===== src/rtl/multi_mode_counter.sv =====
// Up/down counter with selectable output code (binary, Gray, packed BCD),
// synchronous load, terminal-count, wrap pulse and odd-parity flag.
module multi_mode_counter #(
    parameter int unsigned WIDTH = 4
) (
    input  logic             Clock,
    input  logic             ResetN,
    input  logic             Enable,
    input  logic             Up,
    input  logic             Load,
    input  logic [WIDTH-1:0] LoadValue,
    input  logic [1:0]       Mode,
    output logic [WIDTH-1:0] Counter,
    output logic             Flag,
    output logic             Terminal,
    output logic             Wrap
);

    localparam int unsigned     Digits   = WIDTH / 4;
    localparam logic [1:0]      ModeGray = 2'b01;
    localparam logic [1:0]      ModeBcd  = 2'b10;
    localparam logic [WIDTH-1:0] BcdMax  = {Digits{4'h9}};

    logic [WIDTH-1:0] count_q, count_d;
    logic [WIDTH-1:0] counter_q, counter_d;
    logic [1:0]       prev_mode_q;
    logic             wrap_q, wrap_d;
    logic             at_max, at_zero;

    // Gray-to-binary: each binary bit is the XOR of all Gray bits at or above it.
    function automatic logic [WIDTH-1:0] gray_to_bin(input logic [WIDTH-1:0] g);
        logic [WIDTH-1:0] b;
        b = g;
        for (int i = 1; i < int'(WIDTH); i++) begin
            b = b ^ (g >> i);
        end
        return b;
    endfunction

    // Out-of-range BCD digits saturate at 9.
    function automatic logic [WIDTH-1:0] bcd_clamp(input logic [WIDTH-1:0] v);
        logic [WIDTH-1:0] r;
        r = v;
        for (int i = 0; i < int'(Digits); i++) begin
            if (v[4*i +: 4] > 4'd9) r[4*i +: 4] = 4'd9;
        end
        return r;
    endfunction

    // Per-digit +/-1 with ripple carry (up) or borrow (down).
    function automatic logic [WIDTH-1:0] bcd_step(input logic [WIDTH-1:0] v, input logic up);
        logic [WIDTH-1:0] r;
        logic [3:0]       d;
        logic             c;
        r = v;
        c = 1'b1;
        for (int i = 0; i < int'(Digits); i++) begin
            d = v[4*i +: 4];
            if (c) begin
                if (up) begin
                    if (d >= 4'd9) begin
                        d = 4'd0;
                    end else begin
                        d = d + 4'd1;
                        c = 1'b0;
                    end
                end else begin
                    if (d == 4'd0) begin
                        d = 4'd9;
                    end else begin
                        d = d - 4'd1;
                        c = 1'b0;
                    end
                end
            end
            r[4*i +: 4] = d;
        end
        return r;
    endfunction

    // Limits are judged in the code the count is currently held in.
    assign at_zero  = (count_q == '0);
    assign at_max   = (prev_mode_q == ModeBcd) ? (count_q == BcdMax) : (&count_q);
    assign Terminal = Enable & (Up ? at_max : at_zero);
    assign Counter  = counter_q;
    assign Flag     = ^counter_q;
    assign Wrap     = wrap_q;

    // Next count: mode change > load > step > hold.
    always_comb begin
        count_d = count_q;
        wrap_d  = 1'b0;
        if (Mode != prev_mode_q) begin
            count_d = '0;
        end else if (Load) begin
            if (Mode == ModeBcd) begin
                count_d = bcd_clamp(LoadValue);
            end else if (Mode == ModeGray) begin
                count_d = gray_to_bin(LoadValue);
            end else begin
                count_d = LoadValue;
            end
        end else if (Enable) begin
            wrap_d = Up ? at_max : at_zero;
            if (Mode == ModeBcd) begin
                count_d = bcd_step(count_q, Up);
            end else begin
                count_d = Up ? count_q + WIDTH'(1) : count_q - WIDTH'(1);
            end
        end
        counter_d = (Mode == ModeGray) ? (count_d ^ (count_d >> 1)) : count_d;
    end

    // State registers with asynchronous clear.
    always_ff @(posedge Clock or negedge ResetN) begin
        if (!ResetN) begin
            count_q     <= '0;
            counter_q   <= '0;
            prev_mode_q <= 2'b00;
            wrap_q      <= 1'b0;
        end else begin
            count_q     <= count_d;
            counter_q   <= counter_d;
            prev_mode_q <= Mode;
            wrap_q      <= wrap_d;
        end
    end

endmodule


===== config.mk =====
export PLATFORM = sky130hd
export DESIGN_NAME = multi_mode_counter
export DESIGN_NICKNAME = d
export VERILOG_FILES = /design/src/rtl/multi_mode_counter.sv
export SDC_FILE = /design/constraint.sdc
export NUM_CORES = 1
export LEC_CHECK = 0
export ABC_AREA = 1
export CAP_MARGIN = 5
export CORE_ASPECT_RATIO = 0.75
export CORE_MARGIN = 3
export CORE_UTILIZATION = 52
export CTS_CLUSTER_DIAMETER = 80
export DETAILED_ROUTE_END_ITERATION = 7
export PLACE_DENSITY = 0.78
export REMOVE_ABC_BUFFERS = 1
export SLEW_MARGIN = 20
export SYNTH_ARGS = -nofsm -noshare
export SYNTH_HDL_FRONTEND = slang
export SYNTH_SLANG_ARGS = --single-unit

===== constraint.sdc =====
create_clock -name Clock -period 1.8 [get_ports Clock]
set_clock_uncertainty 0.05 [all_clocks]
set_input_delay 0.18 -clock Clock [delete_from_list [all_inputs] [get_ports Clock]]
set_output_delay 0.18 -clock Clock [all_outputs]
set_load 0.02 [all_outputs]

==> impl_metrics.env <==
export IMPL_violations="negative setup slack"
export IMPL_drc=0
export IMPL_slew_violations=0
export IMPL_synth_top_cells_by_count="nand2_1 (45), inv_1 (27), nand3_1 (19)"
export IMPL_vias=1280
export IMPL_fmax_mhz=519.2
export IMPL_finalCriticalPeriod_ps=1926
export IMPL_start_util=0.5690
export IMPL_dp_slack_ps=-248.7
export IMPL_synth_cell_types=25
export IMPL_syn_area_sq_um=1027
export IMPL_rsz0062_at_grt="yes"
export IMPL_synth_cells=157
export IMPL_regToRegEndpoint="Counter[0]"
export IMPL_clockBufferDepth=2
export IMPL_wl_microns=3673
export IMPL_reg2reg_depth=14
export IMPL_synth_top_cells_by_area="dfrtp_1 (24%), nand2_1 (16%), inv_1 (9.9%), ha_1 (9.7%), nand3_1 (9.3%)"
export IMPL_yosys_warnings=0
export IMPL_yosysMostFrequentCell="nand2_1"
export IMPL_setup_ws_ps=-125.9
export IMPL_final_area_sq_um=1605
export IMPL_h_tree_depth=1
export IMPL_status="finished with violations"
export IMPL_drtIter0Drc=100
export IMPL_wl_per_cell_microns=16.18
export IMPL_yosys_area_top_type="dfrtp_1"
export IMPL_syn2layout_area_growth_pct=56.27
export IMPL_num_rows=13
export IMPL_p_per_area_nw_per_um2=570.0
export IMPL_cts_root_buf="clkbuf_4"
export IMPL_drtPass1Iterations=5
export IMPL_vdd_drop_max_v=0.0005133
export IMPL_clkSinkCount=10
export IMPL_fin_crit_sh=1.070
export IMPL_p_leak_nw=0.8612
export IMPL_worstSetupStartpointType="register"
export IMPL_nFillCells=88
export IMPL_r2r_start="count_q[0]"
export IMPL_viasPerCell=5.639
export IMPL_finalSetupViolCount=4
export IMPL_grt_overflow=0
export IMPL_cp_max_fo=4
export IMPL_n_antenna_cell=0
export IMPL_dieArea_sq_um=2550
export IMPL_postPlaceCellArea_sq_um=1396
export IMPL_tightest_slew_ps=492.5
export IMPL_netlist_area_leader_share=0.2436
export IMPL_syn_area_per_cell_sq_um=6.543
export IMPL_drive_gt1_frac=0.3659
export IMPL_synth_edf_count=0
export IMPL_crit_arrival_ps=2050
export IMPL_hold_path_class="input port to asynchronous set/reset pin"
export IMPL_pin_count=18
export IMPL_cts_buffers=3
export IMPL_port_buffers=17
export IMPL_antenna_found_initial=0
export IMPL_hpwl_microns=2208
export IMPL_end_kind="register"
export IMPL_insertion_delay_ps=280
export IMPL_slew_headroom=0.6706
export IMPL_final_nets=225
export IMPL_maxCapViolations=0
export IMPL_synthArstFlopShare=1.000
export IMPL_die_h_microns=44.49
export IMPL_die_w_microns=57.32
export IMPL_grt_pass1_wl_microns=4326
export IMPL_tns_ps=-171.9
export IMPL_postRouteAntennaNets=0
export IMPL_holdBufCountCts=0
export IMPL_seq_area_frac_synth=0.2436
export IMPL_reg2reg_slack_ps=-130
export IMPL_ys_ff_latch=10
export IMPL_place_congestion=0.9099
export IMPL_fp_coreArea_sq_um=1805
export IMPL_path_clk_slew_ps=80
export IMPL_grt_start_max_net_pins=11
export IMPL_grtUsageTotal=0.2170
export IMPL_cts_tree="built"
export IMPL_crit_required_ps=1920
export IMPL_worstSetupPathType="register to register"
export IMPL_synth_top_flop_cell="dfrtp_1"
export IMPL_grt_pass1_vias=1024
export IMPL_hold_viol=0
==> per-stage QoR <==
stage,hold slack [ps],instances,utilization,total power (W)
after floorplan,-165.6,154,-,0.0004421
after global placement,455.2,219,0.7734,0.0005930
after detailed placement,463.4,219,0.7734,0.0006063
after CTS,171.7,223,0.7956,0.0008061
after global routing,201.7,227,0.8891,0.0009616
final,176.9,227,0.8891,0.0009150
==> layout by cell type, fill, tap and decap left out, drive strengths merged, types with 2 or more instances in the layout <==
master and n:
nand4 4, clkdlybuf4s50 15, nand3 22, buf 31, inv 31, xnor2 4
o21ai 4, xor2 2, nor2 9, clkbuf 4, dfrtp 10, nand2 50
ha 8, a21oi 6
==> layout make-up <==
cell class / count / area [sq um] / share of cell area
clock buffers: 4 / 36.28 / 0.02260
repair buffers: 47 / 415.4 / 0.2588
inverters: 31 / 118.9 / 0.07405
multi-input cells: 113 / 755.7 / 0.4708
flip-flops and latches: 10 / 251.5 / 0.1567
well taps: 22 / 27.53 / 0.01715
==> worst max-delay path by stage <==
| stage | from | end | slack [ps] | depth (start not counted) |
|---|---|---|---|---|
| after floorplan | count_q[0] | Counter[0] | 170 | 14 |
| after global placement | count_q[1] | Terminal | -150 | 9 |
| after detailed placement | count_q[1] | Terminal | -250 | 9 |
| after CTS | count_q[0] | Counter[0] | 3 | 15 |
| after global routing | count_q[1] | Counter[0] | -190 | 16 |
| final | count_q[0] | Counter[0] | -130 | 14 |
==> cells by family (layout without fill, tap and decap cells) <==
group,Yosys count,count (layout),share of synthesized area
simple gates,86,86,0.3934
compound gates,13,13,0.07551
buf+inv,34,82,0.1389
fa+ha+maj,8,8,0.09745
xor+xnor,6,6,0.05116
flops,10,10,0.2436
==> routing by layer <==
metal	up-vias	share of wire	global-route usage	routed length (microns)
met4	0	0.063	0.06944	233
li1	587	-	-	-
met1	571	0.37	0.2703	1372
met5	-	0	0	0
met3	35	0.067	0.04665	247
met2	87	0.50	0.3781	1819
==> power by group <==
part / total, W / leakage [nW] / internal [W] / switching, W
Combinational: 0.000437 / 0.710 / 0.000200 / 0.000237
Sequential: 0.000259 / 0.130 / 0.000240 / 0.0000181
Clock: 0.000220 / 0.0210 / 0.000123 / 0.0000964
==> flip-flops by register name, summed over array words and instances (netlist names) <==
name	cells
count_q	4
prev_mode_q	2
Wrap	1
Counter	3
==> worst max-delay path: stages, from the launching register on <==
cell and delay (ps):
dfrtp_2 460, inv_2 100, buf_4 140, ha_4 140
nand3_2 120, nand2_1 100, nand2_1 70, nand3_1 90
nand2_1 50, nand2_1 80, nand2_1 70, nand2_2 130
nand3_1 100, nand2_1 80, inv_1 50
==> repair_timing <==
action,CTS,global route
cloned,0,0
pin swaps,0,12
endpoints found under the setup margin,2,7
hold endpoints to repair,0,0
buffers inserted,0,4
resized for setup,10,35
Note: power is estimated with default switching activity, not from simulation.
